### src/rtl/hcsr04_ranging_ctrl.sv
// hcsr04_ranging_ctrl: periodic trigger/echo sequencer for an HC-SR04-class ultrasonic sensor.
// Times the echo pulse in microseconds, converts it to a 13-bit distance in mm and strobes
// each valid sample into the downstream averaging filter. Missing or over-long echoes raise
// timeout_err instead and leave data_bin untouched.
module hcsr04_ranging_ctrl #(
    parameter int unsigned CLK_FREQ   = 50_000_000,
    parameter int unsigned TRIG_US    = 10,
    parameter int unsigned PERIOD_MS  = 60,
    parameter int unsigned RISE_TO_US = 1000,
    parameter int unsigned ECHO_TO_US = 25000
) (
    input  logic        sys_clk,
    input  logic        sys_rst_n,
    input  logic        enable,
    input  logic        echo,
    output logic        trig,
    output logic [12:0] data_bin,
    output logic        sample_vld,
    output logic        timeout_err,
    output logic        busy
);

    localparam int unsigned TICK_DIV   = CLK_FREQ / 1_000_000;
    localparam int unsigned PERIOD_CYC = CLK_FREQ / 1000 * PERIOD_MS;
    localparam int unsigned TICK_W     = (TICK_DIV > 1) ? $clog2(TICK_DIV) : 1;
    localparam int unsigned PER_W      = (PERIOD_CYC > 4194303) ? $clog2(PERIOD_CYC + 1) : 22;
    localparam int unsigned PH_MAX     = (TRIG_US > RISE_TO_US) ? TRIG_US : RISE_TO_US;
    localparam int unsigned PH_W       = $clog2(PH_MAX + 1);

    localparam logic [TICK_W-1:0] TICK_LAST   = TICK_W'(TICK_DIV - 1);
    localparam logic [PH_W-1:0]   TRIG_LAST   = PH_W'(TRIG_US - 1);
    localparam logic [PH_W-1:0]   RISE_LAST   = PH_W'(RISE_TO_US - 1);
    localparam logic [14:0]       ECHO_LIM    = 15'(ECHO_TO_US);
    localparam logic [PER_W-1:0]  PERIOD_MAX  = PER_W'(PERIOD_CYC);
    localparam logic [PER_W-1:0]  PERIOD_LAST = PER_W'(PERIOD_CYC - 1);
    // 343 m/s round trip halved: 0.1715 mm/us scaled by 2^16.
    localparam logic [28:0]       MM_SCALE    = 29'd11239;

    typedef enum logic [2:0] {
        StIdle,
        StTrig,
        StWaitRise,
        StMeasure,
        StCalc,
        StHold
    } state_e;

    state_e state_q, state_d;

    logic              echo_meta_q, echo_s_q, echo_d_q;
    logic              echo_rise, echo_fall;
    logic [TICK_W-1:0] tick_cnt_q, tick_cnt_d;
    logic              tick;
    logic [PH_W-1:0]   phase_cnt_q, phase_cnt_d;
    logic [14:0]       us_cnt_q, us_cnt_d;
    logic [PER_W-1:0]  period_cnt_q, period_cnt_d;
    logic              period_done;
    logic [12:0]       data_bin_q, data_bin_d;
    logic              sample_vld_q, sample_vld_d;
    logic              timeout_err_q, timeout_err_d;
    logic [28:0]       mm_prod;

    // Bring the asynchronous echo into sys_clk and keep one more copy for edge detection.
    always_ff @(posedge sys_clk or negedge sys_rst_n) begin
        if (!sys_rst_n) begin
            echo_meta_q <= 1'b0;
            echo_s_q    <= 1'b0;
            echo_d_q    <= 1'b0;
        end else begin
            echo_meta_q <= echo;
            echo_s_q    <= echo_meta_q;
            echo_d_q    <= echo_s_q;
        end
    end

    assign echo_rise   = echo_s_q & ~echo_d_q;
    assign echo_fall   = ~echo_s_q & echo_d_q;
    assign tick        = (tick_cnt_q == TICK_LAST);
    // Ending one cycle early makes trigger rises exactly PERIOD_CYC cycles apart.
    assign period_done = (period_cnt_q >= PERIOD_LAST);
    // The product of a 15-bit count fits in 29 bits and bits [28:16] never exceed 8191,
    // so the saturation to 8191 is implicit in the slice.
    assign mm_prod     = {14'd0, us_cnt_q} * MM_SCALE;

    // State, counters and registered outputs.
    always_ff @(posedge sys_clk or negedge sys_rst_n) begin
        if (!sys_rst_n) begin
            state_q       <= StIdle;
            tick_cnt_q    <= '0;
            phase_cnt_q   <= '0;
            us_cnt_q      <= '0;
            period_cnt_q  <= '0;
            data_bin_q    <= '0;
            sample_vld_q  <= 1'b0;
            timeout_err_q <= 1'b0;
        end else begin
            state_q       <= state_d;
            tick_cnt_q    <= tick_cnt_d;
            phase_cnt_q   <= phase_cnt_d;
            us_cnt_q      <= us_cnt_d;
            period_cnt_q  <= period_cnt_d;
            data_bin_q    <= data_bin_d;
            sample_vld_q  <= sample_vld_d;
            timeout_err_q <= timeout_err_d;
        end
    end

    // Measurement sequencing: next state, counter updates and output strobes.
    always_comb begin
        state_d       = state_q;
        tick_cnt_d    = tick ? '0 : tick_cnt_q + TICK_W'(1);
        phase_cnt_d   = phase_cnt_q;
        us_cnt_d      = us_cnt_q;
        period_cnt_d  = (period_cnt_q == PERIOD_MAX) ? period_cnt_q : period_cnt_q + PER_W'(1);
        data_bin_d    = data_bin_q;
        sample_vld_d  = 1'b0;
        timeout_err_d = 1'b0;

        unique case (state_q)
            StIdle: begin
                if (enable && !echo_s_q) begin
                    state_d      = StTrig;
                    tick_cnt_d   = '0;
                    phase_cnt_d  = '0;
                    period_cnt_d = '0;
                end
            end
            StTrig: begin
                if (tick) begin
                    if (phase_cnt_q == TRIG_LAST) begin
                        state_d     = StWaitRise;
                        phase_cnt_d = '0;
                    end else begin
                        phase_cnt_d = phase_cnt_q + PH_W'(1);
                    end
                end
            end
            StWaitRise: begin
                // A rise in the same cycle as the last timeout tick still counts as an echo.
                if (echo_rise) begin
                    state_d    = StMeasure;
                    us_cnt_d   = '0;
                    tick_cnt_d = '0;
                end else if (tick) begin
                    if (phase_cnt_q == RISE_LAST) begin
                        state_d       = StHold;
                        timeout_err_d = 1'b1;
                    end else begin
                        phase_cnt_d = phase_cnt_q + PH_W'(1);
                    end
                end
            end
            StMeasure: begin
                if (us_cnt_q == ECHO_LIM) begin
                    state_d       = StHold;
                    timeout_err_d = 1'b1;
                end else begin
                    // Counting a tick in the fall cycle gives floor(high_cycles / TICK_DIV).
                    if (tick) begin
                        us_cnt_d = us_cnt_q + 15'd1;
                    end
                    if (echo_fall) begin
                        state_d = StCalc;
                    end
                end
            end
            StCalc: begin
                data_bin_d   = mm_prod[28:16];
                sample_vld_d = 1'b1;
                state_d      = StHold;
            end
            StHold: begin
                // A late echo still high at period end defers the next trigger.
                if (period_done && !echo_s_q) begin
                    if (enable) begin
                        state_d      = StTrig;
                        tick_cnt_d   = '0;
                        phase_cnt_d  = '0;
                        period_cnt_d = '0;
                    end else begin
                        state_d = StIdle;
                    end
                end
            end
            default: begin
                state_d = StIdle;
            end
        endcase
    end

    assign trig        = (state_q == StTrig);
    assign busy        = (state_q != StIdle);
    assign data_bin    = data_bin_q;
    assign sample_vld  = sample_vld_q;
    assign timeout_err = timeout_err_q;

endmodule

### config.mk
export PLATFORM = sky130hd
export DESIGN_NAME = hcsr04_ranging_ctrl
export DESIGN_NICKNAME = d
export VERILOG_FILES = /design/src/rtl/hcsr04_ranging_ctrl.sv
export SDC_FILE = /design/constraint.sdc
export NUM_CORES = 1
export LEC_CHECK = 0
export CAP_MARGIN = 20
export CORE_ASPECT_RATIO = 1.5
export CORE_MARGIN = 2
export CORE_UTILIZATION = 40
export CTS_CLUSTER_DIAMETER = 200
export DETAILED_ROUTE_END_ITERATION = 7
export PLACE_DENSITY = 0.64
export SETUP_SLACK_MARGIN = 0.3
export SLEW_MARGIN = 20
export SYNTH_ARGS = -nofsm -noshare
export SYNTH_HDL_FRONTEND = slang
export SYNTH_SLANG_ARGS = --single-unit
### constraint.sdc
create_clock -name sys_clk -period 6 [get_ports sys_clk]
set_clock_uncertainty 0.15 [all_clocks]
set_input_delay 1.5 -clock sys_clk [delete_from_list [all_inputs] [get_ports sys_clk]]
set_output_delay 1.5 -clock sys_clk [all_outputs]
set_load 0.01 [all_outputs]
[Word level (Yosys, flattened, before mapping)]
Cells that the tools add are included.
W data, S select, Z words.
Storage, ports and cells
  flip-flop bits (word level): 74
  bits in latches: 0
  bits in writable memories: 0
  ROM bits: 0
  input bits: 4
  output and inout port bits: 17
  logic and storage cells: 96
  memories: 0
Cells by class
  add/subtract/negate cells: 4
  multipliers: 1
  div/mod/pow operators: 0
  magnitude comparators: 1
  eq/ne operators: 24
  shifts and indexed selects: 0
  multiplexer cells: 41
  bitwise operators: 4
  reductions and logical operators: 10
Operators with widths (number)
  $mux W22: 4
  $mux W10: 8
  $mux W15: 3
  $pmux W22 S2: 1
  $pmux W10 S4: 1
  $mux W6: 5
  $pmux W15 S2: 1
  $mul A15 B14 Y29 const B: 1
  $mux W3: 9
  $add A22 B1 Y22 const B: 1
  $eq A22 B22 Y1 const B: 1
  $ge A22 B22 Y1 const B: 1
  $ne A2 B2 Y1 const B: 9
  $pmux W3 S6: 1
  $pmux W6 S3: 1
  $add A15 B1 Y15 const B: 1
  $eq A15 B15 Y1 const B: 1
  $add A10 B1 Y10 const B: 1
  $eq A10 B10 Y1 const B: 1
  $eq A10 B4 Y1 const B: 1
  $ne A3 B3 Y1 const B: 3
  $reduce_and A8 Y1: 1
  $reduce_and A7 Y1: 1
  $add A6 B1 Y6 const B: 1
  other kinds (16): 27

[Depth between registers and ports, before layout]
  depth after elaboration: 5
  gate-level depth with buffers: 20
  gate-level depth less buffers: 20

[Worst setup path after synthesis]
No wires, ideal clock.
  kind: flip-flop to flip-flop
  start: register us_cnt_q[7]
  end: register data_bin_q[10], in the netlist data_bin[10]
  library setup time: 124 ps
  arrival: 5375 ps
  required time: 5726 ps
  slack: 351 ps
  stages on the path, launching flop included: 19
  path buffers: 0
  period minus slack after synthesis: 5649 ps
  path through: dfrtp_1 fa_1 fa_1 inv_1 fa_1 inv_1 fa_1 fa_1 inv_1 fa_1 inv_1 ha_1 and3_1 and3_1 a32oi_1 o21ai_0 a21oi_1 nor4_1 a211o_1
Between the ends
  word-level cells in the longest chain between the ends: 1
Ends and longest elaborated chain
  start, declared: RTL line 55  | logic [14:0] us_cnt_q, us_cnt_d;
  start signal, assigned: RTL line 100  | us_cnt_q <= us_cnt_d;
  $mul A15 B14 Y29: RTL line 83  | assign mm_prod = {14'd0, us_cnt_q} * MM_SCALE;
  end signal, assigned: RTL line 102  | data_bin_q <= data_bin_d;
  end, declared: RTL line 58  | logic [12:0] data_bin_q, data_bin_d;
Every way passes these cells.
A chain may end at the register's enable or synchronous reset.

[Final worst setup path]
  start: register us_cnt_q[7]
  end: register data_bin_q[4], in the netlist data_bin[4]
Same word-level chain as after synthesis.

==> impl_metrics.env <==
export IMPL_outcome="complete, no violations"
export IMPL_switching_share_pct=39.8
export IMPL_htreeDepth=3
export IMPL_hold_class="reg -> reg"
export IMPL_worst_r2r_path_depth=20
export IMPL_required_ps=6080
export IMPL_vias_per_cell=5.12
export IMPL_fmaxAchievable_mhz=181
export IMPL_drv_cap=0
export IMPL_die_w_um=122
export IMPL_grt_pass1_wl_um=33100
export IMPL_max_slew_margin_pct=42.2
export IMPL_crit_fanout=4
export IMPL_clkTransAtPathRegs_ps=70
export IMPL_clkPwrFrac_pct=28.0
export IMPL_period_share_pct=92.0
export IMPL_ys_seq_area_share_pct=22.1
export IMPL_crit_path_start_kind="flop"
export IMPL_synth_area_um2=8370
export IMPL_ys_ff_latch=74
export IMPL_n_antenna_cell=0
export IMPL_combPwrFrac_pct=38.5
export IMPL_place_inst=1181
export IMPL_fin_nets=1154
export IMPL_fin_cells=1204
export IMPL_multiInputGateArea_um2=5940
export IMPL_slowest_delay_ps=510
export IMPL_async_flop_share_pct=100
export IMPL_drt_initial_drc_count=271
export IMPL_initial_core_util_pct=40.8
export IMPL_tns_ps=0
export IMPL_grt_max_degree=75
export IMPL_seq_area_um2=1860
export IMPL_synthCells=895
export IMPL_p_int_mw=1.24
export IMPL_ys_types=59
export IMPL_wirelength_um=19200
export IMPL_yosys_warnings=0
export IMPL_drc=0
export IMPL_cts_sinks=74
export IMPL_cts_root_buf="clkbuf_16"
export IMPL_power_leakage_nw=5.10
export IMPL_slowest_stage="fa_1"
export IMPL_ff2ff_setup_slack_ps=480
export IMPL_cts_buffers=9
export IMPL_grt_remaining_overflow=0
export IMPL_postLayoutCellArea_um2=9520
export IMPL_cts_tree="built"
export IMPL_powerDensity_nw_per_um2=216
export IMPL_num_rows=64
export IMPL_finalHoldViolCount=0
export IMPL_dpl_cell_area_um2=8970
export IMPL_crit_chain="buf_4 -> fa_1 -> fa_1 -> inv_1 -> fa_1 -> inv_1 -> fa_1 -> fa_1 -> inv_1 -> fa_1 -> inv_1 -> ha_4 -> and3_4 -> and3_4 -> a32oi_4 -> o21ai_2 -> buf_6 -> a31oi_4 -> xor2_1 -> o21ai_1"
export IMPL_syn_nets=1114
export IMPL_worstSkewPairLatency_ps=350
export IMPL_path_common_cell="fa_1"
export IMPL_tightest_slew_ps=866
export IMPL_avgSynthCellArea_um2=9.35
export IMPL_wl_per_cell_um=16.0
export IMPL_dr_pass1_iters=5
export IMPL_port_buffers=20
export IMPL_crit_path_end_kind="flop"
export IMPL_drive_gt1_share_pct=8.40
export IMPL_slew_violations=0
export IMPL_switchingPower_uw=820
export IMPL_vias=6164
export IMPL_grt_setup_unrepaired="true"
export IMPL_dp_hpwl_um=15800
export IMPL_clockBufferDepth=2
export IMPL_n_fill_cell=1988
export IMPL_cp_data_arrival_time_ps=5600
export IMPL_grt_pass1_vias=6527
export IMPL_grt_usage_pct=19.1
export IMPL_dieArea_um2=22100
export IMPL_synth_ff_type="dfrtp_1"
export IMPL_fin_util_pct=46.4
export IMPL_die_h_um=181
export IMPL_ioPinCount=21
export IMPL_min_period_ps=5520
export IMPL_peakVddDrop_uv=194
export IMPL_holdPathStages=0
export IMPL_power_frac_seq_pct=33.5
export IMPL_setup_viol=0
export IMPL_ant_nets=0
export IMPL_antenna_found_initial=0
export IMPL_synth_edf_count=0
export IMPL_core_area_um2=20500
export IMPL_area_growth_pct=13.8
export IMPL_criticalPathCategory="reg -> reg"
export IMPL_routabilityCongestion=0.974
-- Yosys cell counts, drive strengths merged (3+ instances only) --
cell type  instances  area (um^2)
a211oi             4         30.0
a21boi             4         30.0
a21o              10         75.1
a21oi             31          155
a31oi              7         43.8
and2               6         37.5
and3              21          131
clkbuf            14         52.6
dfrtp             74         1850
fa                93         1860
ha               122         1530
inv              180          676
nand2             57          214
nand2b             3         18.8
nand3             23          115
nand3b             3         22.5
nand4             14         87.6
nor2              70          263
nor2b              4         25.0
nor3               7         35.0
nor3b              3         27.5
nor4               3         25.0
o21a               3         22.5
o21ai             44          220
o311ai             3         26.3
o31ai              6         50.1
o41ai              3         26.3
or2                3         18.8
or3                3         23.8
xnor2             30          263
xor2              20          175
-- cell type report --
type	instances	share of cell area, %
timing repair buffer	45	4.30
inverter	180	7.10
multi-input combinational	625	62.4
clock buffer	9	2.37
tap	264	3.47
clock inverter	7	0.907
sequential	74	19.5
-- cell usage in the layout (no fill, tap or decap), types with 4 or more instances in the layout --
| master | n |
|---|---|
| a21boi_0 | 4 |
| a21o_1 | 10 |
| a21oi_1 | 28 |
| a31oi_1 | 4 |
| and2_1 | 5 |
| and3_1 | 18 |
| buf_4 | 24 |
| clkbuf_16 | 9 |
| clkdlybuf4s50_1 | 19 |
| dfrtp_1 | 70 |
| dfrtp_2 | 4 |
| fa_1 | 91 |
| ha_1 | 119 |
| inv_1 | 178 |
| nand2_1 | 56 |
| nand3_1 | 23 |
| nand4_1 | 14 |
| nor2_1 | 69 |
| nor2b_1 | 4 |
| nor3_1 | 7 |
| o21ai_0 | 31 |
| o21ai_1 | 11 |
| o31ai_1 | 5 |
| xnor2_1 | 30 |
| xor2_1 | 20 |
-- worst max-delay path, delay by kind of cell (launching register included) --
family / cells / cell delay [ps]
AO/OA/AOI/OAI: 4 / 640
XOR/XNOR: 1 / 180
adder cells (fa/ha/maj): 7 / 3120
buffers and inverters: 6 / 530
flip-flops: 1 / 410
AND/OR/NAND/NOR: 2 / 380
-- final timing paths --
kind | end | start
max | data_bin[4]$_DFFE_PN0P_ | us_cnt_q[7]$_DFFE_PN0P_
min | echo_s_q$_DFF_PN0_ | echo_meta_q$_DFF_PN0_
max reg2reg | data_bin[4]$_DFFE_PN0P_ | us_cnt_q[7]$_DFFE_PN0P_
min reg2reg | echo_s_q$_DFF_PN0_ | echo_meta_q$_DFF_PN0_
max in group asynchronous | us_cnt_q[10]$_DFFE_PN0P_ | sys_rst_n
min in group asynchronous | period_cnt_q[7]$_DFF_PN0_ | sys_rst_n
-- power groups by stage --
| stage | sequential [mW] | clock, mW | combinational (mW) |
|---|---|---|---|
| 3_5_place_dp | 0.699 | 0 | 0.780 |
| 6_report | 0.690 | 0.577 | 0.792 |
| 5_1_grt | 0.708 | 0.612 | 0.930 |
| 4_1_cts | 0.690 | 0.594 | 0.792 |
| 3_3_place_gp | 0.697 | 0 | 0.763 |
| 2_1_floorplan | 0.651 | 0 | 0.608 |
-- per-layer routing --
metal	GRT usage, %	vias to the layer above	part of all wire [%]
li1	-	3001	-
met1	22.5	3012	39
met2	34.5	107	54
met3	2.37	44	2.0
met4	7.59	0	4.4
met5	0	-	0
-- metrics by stage --
step                power [mW]  hold WS [ps]  setup slack [ps]
floorplan                 1.26           181               351
detailed placement        1.48           185              94.4
global placement          1.46           184               204
global route              2.25           225               253
CTS                       2.08           205               282
finish                    2.06           205               482
-- kinds of logic (layout without fill, tap and decap cells) --
family                     after synthesis  in the layout  share of synthesized area (%)
and+or+nand+nor                        228            228                           13.4
adders and majority gates              215            215                           40.5
buffers and inverters                  196            241                           8.82
AOI/OAI and AO/OA                      131            131                           9.82
DFF                                     74             74                           22.1
xor gates and xnor gates                50             50                           5.23
muxes                                    1              1                          0.135
-- registers in the layout, summed over array words and instances, names as in the netlist --
| register | count |
|---|---|
| tick_cnt_q | 6 |
| us_cnt_q | 15 |
| data_bin | 13 |
| sample_vld | 1 |
| period_cnt_q | 22 |
| phase_cnt_q | 10 |
| echo_d_q | 1 |
| echo_meta_q | 1 |
| state_q | 3 |
| timeout_err | 1 |
| echo_s_q | 1 |
-- what timing repair did --
action,in CTS,in global routing
pin swaps,5,23
gates resized for setup,10,30
buffers inserted,2,4
setup endpoints to repair,8,12
hold buffers,0,0
(Power assumes the default switching activity.)
